`config.mk`:
```
export PLATFORM = sky130hd
export DESIGN_NAME = fifo_ctrl
export DESIGN_NICKNAME = d
export VERILOG_FILES = /design/src/rtl/fifo_ctrl_pkg.sv /design/src/rtl/fifo_ptr.sv /design/src/rtl/fifo_ctrl.sv
export SDC_FILE = /design/constraint.sdc
export NUM_CORES = 1
export LEC_CHECK = 0
export BUFFER_PORTS_ARGS = -buffer_cell sky130_fd_sc_hd__buf_4
export CORE_MARGIN = 1.5
export CORE_UTILIZATION = 51
export CTS_CLUSTER_DIAMETER = 150
export DETAILED_ROUTE_END_ITERATION = 10
export HOLD_SLACK_MARGIN = 0.08
export PLACE_DENSITY_LB_ADDON = 0.05
export RECOVER_POWER = 100
export SLEW_MARGIN = 25
export SYNTH_ARGS = -nofsm -noshare
export SYNTH_HDL_FRONTEND = slang
export SYNTH_SLANG_ARGS = --single-unit
```
`constraint.sdc`:
```
create_clock -name clk -period 5.4 [get_ports clk]
set_input_delay 1.08 -clock clk [delete_from_list [all_inputs] [get_ports clk]]
set_output_delay 1.08 -clock clk [all_outputs]
set_load 0.01 [all_outputs]
```
`src/rtl/fifo_ctrl_pkg.sv`:
```
// Shared defaults for the FIFO control slice: geometry, thresholds and level-update encoding.
package fifo_ctrl_pkg;

    localparam int unsigned FIFO_ADDR_WIDTH = 3;
    localparam int unsigned FIFO_DEPTH      = 2 ** FIFO_ADDR_WIDTH;
    localparam int unsigned FIFO_AF_THRESH  = 6;
    localparam int unsigned FIFO_AE_THRESH  = 2;

    typedef enum logic [1:0] {
        LVL_HOLD = 2'd0,
        LVL_INC  = 2'd1,
        LVL_DEC  = 2'd2
    } lvl_op_e;

    // Classify the accepted strobes into a single level update.
    function automatic lvl_op_e lvl_op(input logic we, input logic re);
        lvl_op_e op;
        op = LVL_HOLD;
        if (we && !re) begin
            op = LVL_INC;
        end else if (re && !we) begin
            op = LVL_DEC;
        end
        return op;
    endfunction

endpackage

```
`src/rtl/fifo_ptr.sv`:
```
// Wrapping address pointer with enable; wraps naturally modulo 2**WIDTH.
module fifo_ptr #(
    parameter int unsigned WIDTH = 3
) (
    input  logic             clk,
    input  logic             reset,
    input  logic             en,
    output logic [WIDTH-1:0] ptr
);

    always_ff @(posedge clk) begin
        if (reset) begin
            ptr <= '0;
        end else if (en) begin
            ptr <= ptr + WIDTH'(1);
        end
    end

endmodule

```
`src/rtl/fifo_ctrl.sv`:
```
// FIFO control stage: gates requests into RAM strobes, tracks pointers, occupancy and
// status flags (flags registered from the next level so they line up with level).
module fifo_ctrl
    import fifo_ctrl_pkg::*;
#(
    parameter int unsigned ADDR_WIDTH = FIFO_ADDR_WIDTH,
    parameter int unsigned AF_THRESH  = FIFO_AF_THRESH,
    parameter int unsigned AE_THRESH  = FIFO_AE_THRESH
) (
    input  logic                  clk,
    input  logic                  reset,
    input  logic                  wr_req,
    input  logic                  rd_req,
    input  logic                  err_clr,
    output logic                  wr_en,
    output logic                  rd_en,
    output logic [ADDR_WIDTH-1:0] wr_addr,
    output logic [ADDR_WIDTH-1:0] rd_addr,
    output logic [ADDR_WIDTH:0]   level,
    output logic                  full,
    output logic                  empty,
    output logic                  almost_full,
    output logic                  almost_empty,
    output logic                  overflow,
    output logic                  underflow
);

    localparam int unsigned LW    = ADDR_WIDTH + 1;
    localparam int unsigned DEPTH = 2 ** ADDR_WIDTH;

    logic [ADDR_WIDTH:0] level_nxt;
    lvl_op_e             op;

    // Strobes depend only on registered flags, so no read-to-write bypass exists.
    assign wr_en = wr_req & ~full  & ~reset;
    assign rd_en = rd_req & ~empty & ~reset;

    fifo_ptr #(.WIDTH(ADDR_WIDTH)) u_wr_ptr (
        .clk   (clk),
        .reset (reset),
        .en    (wr_en),
        .ptr   (wr_addr)
    );

    fifo_ptr #(.WIDTH(ADDR_WIDTH)) u_rd_ptr (
        .clk   (clk),
        .reset (reset),
        .en    (rd_en),
        .ptr   (rd_addr)
    );

    always_comb begin
        level_nxt = level;
        op        = lvl_op(wr_en, rd_en);
        case (op)
            LVL_INC: level_nxt = level + LW'(1);
            LVL_DEC: level_nxt = level - LW'(1);
            default: level_nxt = level;
        endcase
    end

    always_ff @(posedge clk) begin
        if (reset) begin
            level        <= '0;
            full         <= 1'b0;
            empty        <= 1'b1;
            almost_full  <= 1'b0;
            almost_empty <= 1'b1;
            overflow     <= 1'b0;
            underflow    <= 1'b0;
        end else begin
            level        <= level_nxt;
            full         <= (level_nxt == LW'(DEPTH));
            empty        <= (level_nxt == '0);
            almost_full  <= (level_nxt >= LW'(AF_THRESH));
            almost_empty <= (level_nxt <= LW'(AE_THRESH));
            // A fresh error in the same cycle as a clear keeps the flag set.
            if (wr_req && full) begin
                overflow <= 1'b1;
            end else if (err_clr) begin
                overflow <= 1'b0;
            end
            if (rd_req && empty) begin
                underflow <= 1'b1;
            end else if (err_clr) begin
                underflow <= 1'b0;
            end
        end
    end

endmodule

```
**Yosys cells after proc, flatten, opt, wreduce, memory -nomap -nowiden**

Cells that the tools add are included.

- Input port bits: 5
- Output and inout bits: 18
- Register bits: 16
- Bits in read-only memories: 0
- Bits in latches: 0
- Word-level logic and storage cells: 40
- Bits in writable memories: 0
- Memories: 0

- Shift-type cells: 0
- Add/sub/neg operators: 4
- Multipliers: 0
- Div/mod/pow operators: 0
- Reduce and logical (&&, ||, !) cells: 9
- Magnitude comparators: 2
- Equality and inequality tests: 3
- Mux-type cells: 6
- Bitwise logic cells: 7

Operator list:

| cell | count |
|---|---|
| one-hot mux 4 bit (2 select lines) | 1 |
| adder 3 x 1 -> 3 bit, second input constant | 2 |
| adder 4 x 1 -> 4 bit, second input constant | 1 |
| AND 1 bit | 4 |
| equality test 4 bit, second input constant | 1 |
| greater-or-equal comparator 4 x 3 -> 1 bit, second input constant | 1 |
| less-or-equal comparator 4 x 2 -> 1 bit, second input constant | 1 |
| logical AND 1 bit | 4 |
| zero test 4 bit | 1 |
| two-way mux 2 bit | 2 |
| nonzero test 2 bit | 2 |
| subtractor 4 x 1 -> 4 bit, second input constant | 1 |
| two-way mux 1 bit | 3 |
| NOT 1 bit | 3 |
| equality test 2 x 1 -> 1 bit, second input constant | 1 |
| equality test 2 bit, second input constant | 1 |
| zero test 1 bit | 2 |

**Longest topological paths before layout**

Gate-level depths: netlist (run 1).

- Depth after elaboration: 10
- Depth in mapped cells: 10

**Hierarchy**

Synthesis (run 1) repeated with hierarchy kept, for this count alone.

- Cell total of the unflattened synthesis: 86
- Area, all modules: 825.8 um^2

By module, submodules not included:

| module | area each (um^2) | times used | cells an instance |
|---|---|---|---|
| fifo_ctrl | 583.1 | 1 | 64 |
| fifo_ptr | 121.4 | 2 | 11 |

**Worst setup path before layout (run 1)**

OpenSTA, ideal clock, no wires.

- Path kind: input port to flip-flop
- Start: input port reset
- End: register full
- Required time: 5.309 ns
- Library setup time: 0.091 ns
- Data arrival time: 3.236 ns
- Cell stages on the path: 10
- Setup slack: 2.073 ns
- Buffers on the path: 2
- Path through: clkbuf_1 clkbuf_1 nor2_1 ha_1 xor2_1 ha_1 a21oi_1 mux2i_1 xor2_1 nor4bb_1

RTL lines:

| what | line | source |
|---|---|---|
| from (decl) | fifo_ctrl.sv:11 | `input logic reset,` |
| NOT 1 bit * | fifo_ctrl.sv:36 | `assign rd_en = rd_req & ~empty & ~reset;` |
| AND 1 bit * | fifo_ctrl.sv:36 |  |
| net rd_en | fifo_ctrl.sv:16 | `output logic rd_en,` |
| logical AND 1 bit / zero test 1 bit (equally long branches) | fifo_ctrl_pkg.sv:21, fifo_ctrl_pkg.sv:19 |  |
| two-way mux 2 bit / logical AND 1 bit (equally long branches) | fifo_ctrl_pkg.sv:21, fifo_ctrl_pkg.sv:19 |  |
| two-way mux 2 bit * | fifo_ctrl_pkg.sv:19 | `if (we && !re) begin` |
| equality test 2 bit / equality test 2 x 1 -> 1 bit (equally long branches) | fifo_ctrl.sv:55 | `case (op)` |
| one-hot mux 4 bit (2 select lines) * | fifo_ctrl.sv:55 |  |
| equality test 4 bit * | fifo_ctrl.sv:73 | `full <= (level_nxt == LW'(DEPTH));` |
| to (signal assigned) | fifo_ctrl.sv:73 |  |
| to (decl) | fifo_ctrl.sv:20 | `output logic full,` |

The timed path passes the listed nets; every way through them passes the cells marked *.
A chain may end at the register's enable or synchronous reset.

**Final worst setup path (run 1)**

- Start: input port wr_req
- End: register full

- Cells in the longest elaborated chain, start to end: 9

Ends and longest elaborated chain:

| what | line | source |
|---|---|---|
| from (decl) | fifo_ctrl.sv:12 | `input logic wr_req,` |
| AND 1 bit * (2 in a row) | fifo_ctrl.sv:35 | `assign wr_en = wr_req & ~full & ~reset;` |
| zero test 1 bit | fifo_ctrl_pkg.sv:21 | `end else if (re && !we) begin` |
| logical AND 1 bit | fifo_ctrl_pkg.sv:21 |  |
| two-way mux 2 bit | fifo_ctrl_pkg.sv:21 |  |
| two-way mux 2 bit * | fifo_ctrl_pkg.sv:19 |  |
| equality test 2 bit / equality test 2 x 1 -> 1 bit (equally long branches) | fifo_ctrl.sv:55 |  |
| one-hot mux 4 bit (2 select lines) * | fifo_ctrl.sv:55 |  |
| equality test 4 bit * | fifo_ctrl.sv:73 |  |

Mark *: on every way between the ends. The rest lies on a longest branch, timed or not.

==> results of run 1 <==
## cells by family (layout without fill, tap and decap cells)
| kind of cell | Yosys count | count (layout) | share of synthesized area (%) |
|---|---|---|---|
| compound gates | 15 | 15 | 14.15 |
| xor+xnor | 7 | 7 | 7.705 |
| fa+ha+maj | 5 | 5 | 7.862 |
| buf+inv | 8 | 28 | 5.660 |
| flops | 16 | 16 | 40.25 |
| mux | 2 | 2 | 2.516 |
| simple gates | 33 | 33 | 21.86 |
## cell usage in the layout, fill, tap and decap left out, drive strengths merged
cell	n
clkbuf	23
dfxtp	16
nor2	15
xor2	5
nand2	5
ha	5
nor2b	3
nand2b	3
inv	3
nor3b	2
o21a	2
a21oi	2
mux2i	2
a31o	2
a22oi	2
xnor2	2
buf	2
and3b	1
o21ai	1
or2b	1
o31a	1
nor4b	1
nor4	1
a211oi	1
a21o	1
o22ai	1
a31oi	1
a22o	1
nor4bb	1
## stage by stage
| stage | power (uW) | area (um^2) | hold WS, ps |
|---|---|---|---|
| 6_report | 245.1 | 893.4 | 486.8 |
| 3_5_place_dp | 194.4 | 947.2 | 477.3 |
| 2_1_floorplan | 176.2 | 795.8 | 495.9 |
| 5_1_grt | 261.5 | 893.4 | 517.1 |
| 4_1_cts | 256.7 | 969.7 | 493.1 |
| 3_3_place_gp | 194.1 | 947.2 | 462.9 |
## power by group through the flow
| stage | clock (uW) | sequential (uW) | combinational, uW |
|---|---|---|---|
| 3_3_place_gp | 0 | 138 | 56.0 |
| 2_1_floorplan | 0 | 138 | 37.8 |
| 5_1_grt | 70.3 | 137 | 54.4 |
| 4_1_cts | 64.7 | 135 | 56.5 |
| 6_report | 61.0 | 135 | 48.8 |
| 3_5_place_dp | 0 | 138 | 56.2 |
## state kept, by name, indices dropped and copies added (netlist names)
signal and cells:
almost_full 1, level 4, underflow 1, u_wr_ptr.ptr 3
empty 1, full 1, u_rd_ptr.ptr 3, almost_empty 1
overflow 1
## layout make-up
type | count | area [um^2]
Multi-Input combinational cell | 62 | 425.4
Sequential cell | 16 | 320.3
Inverter | 3 | 11.26
Clock buffer | 3 | 22.52
Tap cell | 16 | 20.02
Fill cell | 146 | 595.6
Timing Repair Buffer | 22 | 93.84
## layer usage
metal | vias to the layer above | wire length (um) | global-route usage, %
met2 | 15 | 627 | 24.62
met3 | 5 | 55 | 3.879
met1 | 292 | 691 | 23.26
met4 | 0 | 38 | 11.25
met5 | - | 0 | 0
li1 | 334 | - | -
## final timing paths
| check | slack (ps) | to |
|---|---|---|
| worst max-delay path | 2290 | full |
| worst min register to register | 490 | u_rd_ptr.ptr[1] |
| worst min-delay path | 490 | u_rd_ptr.ptr[1] |
| worst max register to register | 2870 | full |
## worst max-delay path, stage by stage
cell and delay (ps):
clkbuf_4 100, nor2b_1 310, nand2b_1 170, ha_1 290, xor2_1 170, ha_1 190, a21oi_1 140, mux2i_1 230
xor2_1 320, nor4bb_1 310
==> flow_summary.toml, run 1 <==
[status]
status = "finished, final reports clean"

[synthesis]
synth_edf_count = 0
yosys.area.top_type = "dfxtp_1"
ys_warn_count = 0
synth_nets = 96
syn_inst = 86
synth.distinct_cells = 30
synth_area_um2 = 795.8
synth_area_leaders = "dfxtp_1 (40%), ha_1 (7.9%), nor2_1 (7.1%), xor2_1 (5.5%), mux2i_1 (2.5%)"
ys_async_sr_fraction_pct = 0
syn_area_per_cell_um2 = 9.253
yosysMostFrequentCell = "dfxtp_1"
synthTopCellsByCount = "dfxtp_1 (16), nor2_1 (15), ha_1 (5), nand2_1 (5), xor2_1 (5)"
synth_top_area_share_pct = 40.25
ys_ff_latch = 16
synth_seq_area_share_pct = 40.25
ys.flop_type = "dfxtp_1"

[clock_network]
cts_buffer_depth = 2
postCtsSetupBuffers = 0
cts_tree = "built"
hold_buffers = 0
ctsResizeCount = 0
root_buffer = "clkbuf_4"
htreeDepth = 1
clkTransAtPathRegs_ps = 90
cts_sinks = 16
clock_latency_ps = 280
cts_buffers = 3

[final_layout]
drive_gt1_share_pct = 7.547
layout.nets = 118
final_cells = 122
utilization_pct = 60.00
area_growth_syn_to_layout_pct = 12.26
antenna_cells = 0

[worst_setup_path]
start_kind = "primary input"
rr_worst_depth = 9
critical_path_class = "in -> reg"
end_kind = "flop"
crit_start = "wr_req"
reg2reg_from = "full"
cp.required_ps = 5600
crit_fanout = 6
arrival_ps = 3310

[pwr]
seqPwrFrac_pct = 55.2
clkPwrFrac_pct = 24.9
power_density_nw_per_um2 = 274.3
p_sw_share_pct = 28.79
p_switching_uw = 70.55
comb_power_share_pct = 19.9
intPower_uw = 174.5
vdd_drop_max_v = 0.0001553
p_leak_uw = 0.0003792

[detailed_routing]
first_iter_violations = 9
viasPerCell = 5.295
ant_nets = 0
drcViolationCount = 0
wire_per_inst_um = 11.58
drt-total-wl_um = 1413
drtPass1Iterations = 3
vias = 646

[global_routing]
antenna_found_initial = 0
grt_pass1_vias = 533
grt_max_degree = 19
grt_pass1_wl_um = 2332
grt_usage_pct = 17.31
overflow = 0

[worst_hold_path]
worstHoldPathCells = 2
hold_class = "reg -> reg"
timing.hold.worst.start = "u_rd_ptr.ptr[1]"

[timing]
report.final.slew_viol_count = 0
period_share_pct = 57.61
setup_tns_ps = 0
tightest_slew_ps = 640.5
setup_violations = 0
rsz0062_at_grt = "false"
relSlewSlack_pct = 57.04
hold_viol = 0
finalClockSkew_ps = 3.026
fmax_ghz = 0.3214
fin_ws_ps = 2289
final.min_clock_period_ps = 3111

[floorplanning]
die_area_um2 = 1806
die_w_um = 42.50
pin_count = 23
start_util_pct = 53.45
core_area_um2 = 1489
rows = 14
fp.dieH_um = 42.50

[placed_design]
dp_cells = 119
pre_cts_slack_ps = 2030
dpl.hpwl_um = 1044
io_buffers = 22
globalplace.congestion = 0.7612

[run]
maxCapViolations = 0
No activity file was read; power rests on OpenSTA's default activity.
==> run 2, diff against run 1 <==
- ABC_AREA: not set -> 1
- CORE_ASPECT_RATIO: not set -> 1.25
- CORE_UTILIZATION: 51 -> 44
- clock period: 5.4 -> 2.49 ns (I/O delays scaled with it)
==> run 2 against run 1 <==
  * Area after synthesis increased by 0.47%
  * Cell area grew 8.3%
  * Wire length rose by 8.0%
  * Largest power group unchanged
  * Highest routed layer unchanged
==> flow_summary.toml, run 2 <==
[clock_network]
root_buffer = "clkbuf_4"
cts_tree = "built"
clock_latency_ps = 290
clkTransAtPathRegs_ps = 90
cts_buffers = 3
postCtsSetupBuffers = 0
cts_sinks = 16
hold_buffers = 0
ctsResizeCount = 0
htreeDepth = 1
cts_buffer_depth = 2

[worst_setup_path]
cp.required_ps = 2690
cp_common_cell = "nand2_1"
worst-path-stages = 18
start_kind = "flop"
cpMaxStageDelayCell = "dfxtp_1"
rr_worst_depth = 18
critical_path_class = "reg -> reg"
end_kind = "flop"
crit_fanout = 5
arrival_ps = 2340
cp_num_buf_inv = 5
slowest_delay_ps = 340
cp_top_family = "simple AND/OR/NAND/NOR gates"
crit_chain = "nor2_1, inv_1, nor2_1, inv_1, ha_1, nor2_1, nor2_4, ha_1, clkinv_1, nand2_1, inv_1, nand2_1, nand3_1, nand2_1, nand2_1, nand2_1, nand2_1, inv_1"

[global_routing]
grt_usage_pct = 17.15
overflow = 0
grt_pass1_wl_um = 2408
grt_pass1_vias = 654
antenna_found_initial = 0
grt_max_degree = 10

[final_layout]
layout_common_cells = "nand2_1 (32), clkbuf_1 (19), inv_1 (18)"
final_cells = 162
regMostFlops = "level"
antenna_cells = 0
layout.nets = 154
largest_registers = "level x4, u_rd_ptr.ptr x3, u_wr_ptr.ptr x3"
fillers = 188
drive_gt1_share_pct = 12.59
final_common_cell = "nand2_1"
largest_reg_flops = 4
area_growth_syn_to_layout_pct = 20.97
stdcell_area_um2 = 967.2

[timing]
setup_violations = 0
rsz0062_at_grt = "false"
fin_ws_ps = 350.2
relSlewSlack_pct = 82.69
tightest_slew_ps = 257.0
period_share_pct = 85.94
hold_viol = 0
report.final.slew_viol_count = 0
finalClockSkew_ps = 3.188
final.min_clock_period_ps = 2140
fmax_ghz = 0.4673
setup_tns_ps = 0

[floorplanning]
core_area_um2 = 1744
die_w_um = 41.13
die_area_um2 = 2083
start_util_pct = 45.84
fp.dieH_um = 50.66
pin_count = 23
rows = 17

[run]
maxCapViolations = 0

[status]
status = "finished, final reports clean"

[pwr]
p_leak_uw = 0.0004873
p_sw_share_pct = 36.56
intPower_uw = 497.1
p_switching_uw = 286.5
power_density_nw_per_um2 = 810.2
comb_power_share_pct = 34.7
vdd_drop_max_v = 0.0003745
seqPwrFrac_pct = 43.4
clkPwrFrac_pct = 21.9

[synthesis]
synth_area_um2 = 799.5
ys.flop_type = "dfxtp_1"
ys_warn_count = 0
synthTopCellsByCount = "nand2_1 (32), dfxtp_1 (16), inv_1 (15)"
ys_ff_latch = 16
yosysMostFrequentCell = "nand2_1"
syn_inst = 115
synth_edf_count = 0
synth.distinct_cells = 15
synth_area_leaders = "dfxtp_1 (40%), nand2_1 (15%), ha_1 (7.8%), inv_1 (7.0%), nor2_1 (6.1%)"
synth_top_area_share_pct = 40.06
synth_nets = 125
yosys.area.top_type = "dfxtp_1"
ys_async_sr_fraction_pct = 0
synth_seq_area_share_pct = 40.06
syn_area_per_cell_um2 = 6.952

[detailed_routing]
drcViolationCount = 0
vias = 734
wire_per_inst_um = 9.420
viasPerCell = 4.531
first_iter_violations = 7
drtPass1Iterations = 3
ant_nets = 0
drt-total-wl_um = 1526

[placed_design]
dpl.hpwl_um = 1272
io_buffers = 22
pre_cts_slack_ps = 61.14
dp_cells = 158
globalplace.congestion = 0.6919
dpl_cell_area_um2 = 1007

[worst_hold_path]
worstHoldPathCells = 2
hold_class = "in -> reg"
[run 2: worst reg2reg max path, delay by kind of cell, from the launching register on]
kind,cells,cell delay [ps]
flip-flops,1,340
adder cells (fa/ha/maj),2,430
buffers and inverters,5,300
AND/OR/NAND/NOR,11,980
[run 2: stage by stage]
step	hold WS (ps)	utilization, %	total power [uW]
finish	436.5	55.45	783.6
global route	429.4	55.45	848.4
CTS	428.6	59.83	842.8
detailed placement	453.3	57.75	670.0
global placement	448.7	57.75	664.5
floorplan	476.9	-	542.6
[run 2: cell families after synthesis]
kind of cell	after synthesis	synth area share, %
DFF	16	40.06
buffers and inverters	23	10.80
AOI/OAI and AO/OA	13	8.137
adders and majority gates	5	7.825
and+or+nand+nor	56	30.99
xor gates and xnor gates	2	2.191
[run 2: power groups by stage]
stage               registers [uW]  logic [uW]  clock network [uW]
floorplan                      367         176                   0
global placement               347         318                   0
detailed placement             347         323                   0
CTS                            342         325                 176
global route                   348         312                 188
finish                         340         272                 172
[run 2: cell type report]
cell class,count,area (um^2),area share (%)
Clock buffer,4,36.28,3.752
Timing Repair Buffer,25,116.4,12.03
Tap cell,19,23.77,2.458
Multi-Input combinational cell,76,387.9,40.10
Sequential cell,16,320.3,33.12
Inverter,22,82.58,8.538
[run 2: metal layers]
layer  track usage [%]  up-vias  wire, um
li1                  -      410         -
met1             17.78      312       658
met2             28.91       10       798
met3             3.097        2        51
met4             11.29        0        17
met5                 0        -         0
[run 2: path summary, 6_finish.rpt]
check	start	end	slack (ps)
hold reg to reg	u_rd_ptr.ptr[2]	u_rd_ptr.ptr[2]	460
setup / recovery	full	empty	350
setup reg to reg	full	empty	350
hold / removal	reset	overflow	440
==> run 3, diff against run 2 <==
- CTS_CLUSTER_SIZE: not set -> 40
- RECOVER_POWER: 100 -> not set
==> run 3 against run 2 <==
  * Non-clock buffer count stayed put
  * Via count decreased by 0.82%
  * Critical endpoint unchanged
  * Core utilization grew 4.4 points
  * Setup slack got worse by 5.0 ps
  * Clock power hardly changed
  * Flip-flop and latch count is the same
  * Clock skew shrank 0.69 ps
  * Sequential share of layout area shrank 2.4 points
  * Die area unchanged
  * Worst hold slack improved by 3.7 ps
  * Final cell count did not move
==> flow_summary.toml, run 3 (synthesis gave the netlist of run 2 again) <==
[status]
status = "finished, final reports clean"

[pwr]
intPower_uw = 541.6
power_density_nw_per_um2 = 796.4
p_switching_uw = 289.4
fin_total_pwr_uw = 831.0
clkPwrFrac_pct = 20.4
p_leak_uw = 0.0005623
comb_power_share_pct = 38.5
seqPwrFrac_pct = 41.1
p_sw_share_pct = 34.83
vdd_drop_max_v = 0.0003778

[run]
maxCapViolations = 0

[global_routing]
top_usage_layer = "met2"
overflow = 0
antenna_found_initial = 0
grt_usage_pct = 17.15
grt_pass1_vias = 654
grt_pass1_wl_um = 2408
grt_use_met3_pct = 3.097
met1_usage_pct = 17.78
use_met2_pct = 28.91
grt_max_degree = 10

[final_layout]
regMostFlops = "level"
multi_input_area_um2 = 392.9
area_growth_syn_to_layout_pct = 30.52
seqCellArea_um2 = 320.3
largest_reg_flops = 4
drive_gt1_share_pct = 29.37
largest_registers = "level x4, u_rd_ptr.ptr x3, u_wr_ptr.ptr x3"
layout.nets = 154
antenna_cells = 0
final_common_cell = "nand2_1"
stdcell_area_um2 = 1044
fillers = 178
layout_common_cells = "nand2_1 (32), buf_4 (25), dfxtp_1 (16)"

[detailed_routing]
first_iter_violations = 4
wire_per_inst_um = 9.457
drt-total-wl_um = 1532
drcViolationCount = 0
vias = 728
viasPerCell = 4.494
drtPass1Iterations = 2
ant_nets = 0

[worst_setup_path]
cp.required_ps = 2690
arrival_ps = 2340
crit_fanout = 5
end_kind = "flop"
start_kind = "flop"
critical_path_class = "reg -> reg"

[clock_network]
ctsResizeCount = 0
htreeDepth = 1
clkTransAtPathRegs_ps = 90
cts_tree = "built"
cts_sinks = 16
clock_latency_ps = 280
postCtsSetupBuffers = 0
cts_buffers = 3
hold_buffers = 0
cts_buffer_depth = 2
root_buffer = "clkbuf_4"

[placed_design]
dpl_cell_area_um2 = 1007
pre_cts_slack_ps = 61.14
io_buffers = 22
globalplace.congestion = 0.6919
dpl.hpwl_um = 1272

[timing]
fin_ws_ps = 345.2
fin_hold_ws_ps = 440.2
report.final.slew_viol_count = 0
finalClockSkew_ps = 2.502
rsz0062_at_grt = "false"
setup_tns_ps = 0
tightest_slew_ps = 225.9
period_share_pct = 86.14
relSlewSlack_pct = 84.83
fmax_ghz = 0.4662
hold_viol = 0
final.min_clock_period_ps = 2145
setup_violations = 0

[floorplanning]
die_w_um = 41.13
start_util_pct = 45.84
core_area_um2 = 1744
pin_count = 23
die_area_um2 = 2083
fp.dieH_um = 50.66
rows = 17

[worst_hold_path]
hold_class = "in -> reg"
[run 3: changes by cell type in the layout (fill, tap and decap cells not counted), sizes merged]
cell / previous run / this run
clkinv: 1 / 0
buf: 5 / 25
clkbuf: 24 / 4
inv: 21 / 22
[run 3: final cells by class]
class,instances,share of cell area [%]
multi-input cells,76,37.65
flip-flops and latches,16,30.70
clock buffers,4,3.477
well taps,19,2.278
inverters,22,7.914
repair buffers,25,17.99
[run 3: path summary, 6_finish.rpt]
check             slack [ps]  depth (start not counted)             from         endpoint
setup / recovery         350                         18             full            empty
hold / removal           440                          2            reset         overflow
setup reg to reg         350                         18             full            empty
hold reg to reg          460                          2  u_rd_ptr.ptr[2]  u_rd_ptr.ptr[2]
[run 3: worst max-delay path, cell delays in order (launching register included)]
cell and delay [ps]:
dfxtp_1 340, nor2_1 180, inv_2 80, nor2_1 150, inv_1 80, ha_1 250
nor2_1 190, nor2_4 70, ha_1 180, inv_2 40, nand2_1 50, inv_1 50
nand2_1 60, nand3_2 70, nand2_1 50, nand2_1 70, nand2_1 50, nand2_1 60
inv_1 30
[run 3: through the flow]
step	util, %	instances
2_1_floorplan	-	115
3_3_place_gp	57.75	158
3_5_place_dp	57.75	158
4_1_cts	59.83	162
5_1_grt	59.83	162
6_report	59.83	162
[run 3: per-layer routing]
metal / share of wire [%] / vias up / wire length, um
met1: 42 / 310 / 644
li1: - / 406 / -
met3: 3.1 / 2 / 47
met5: 0 / - / 0
met2: 54 / 10 / 821
met4: 1.2 / 0 / 18
[run 3: power by group through the flow]
| stage | clock network, uW | registers [uW] | logic [uW] |
|---|---|---|---|
| 2_1_floorplan | 0 | 367 | 176 |
| 3_5_place_dp | 0 | 347 | 323 |
| 4_1_cts | 176 | 342 | 325 |
| 6_report | 170 | 341 | 320 |
| 3_3_place_gp | 0 | 347 | 318 |
| 5_1_grt | 188 | 349 | 361 |
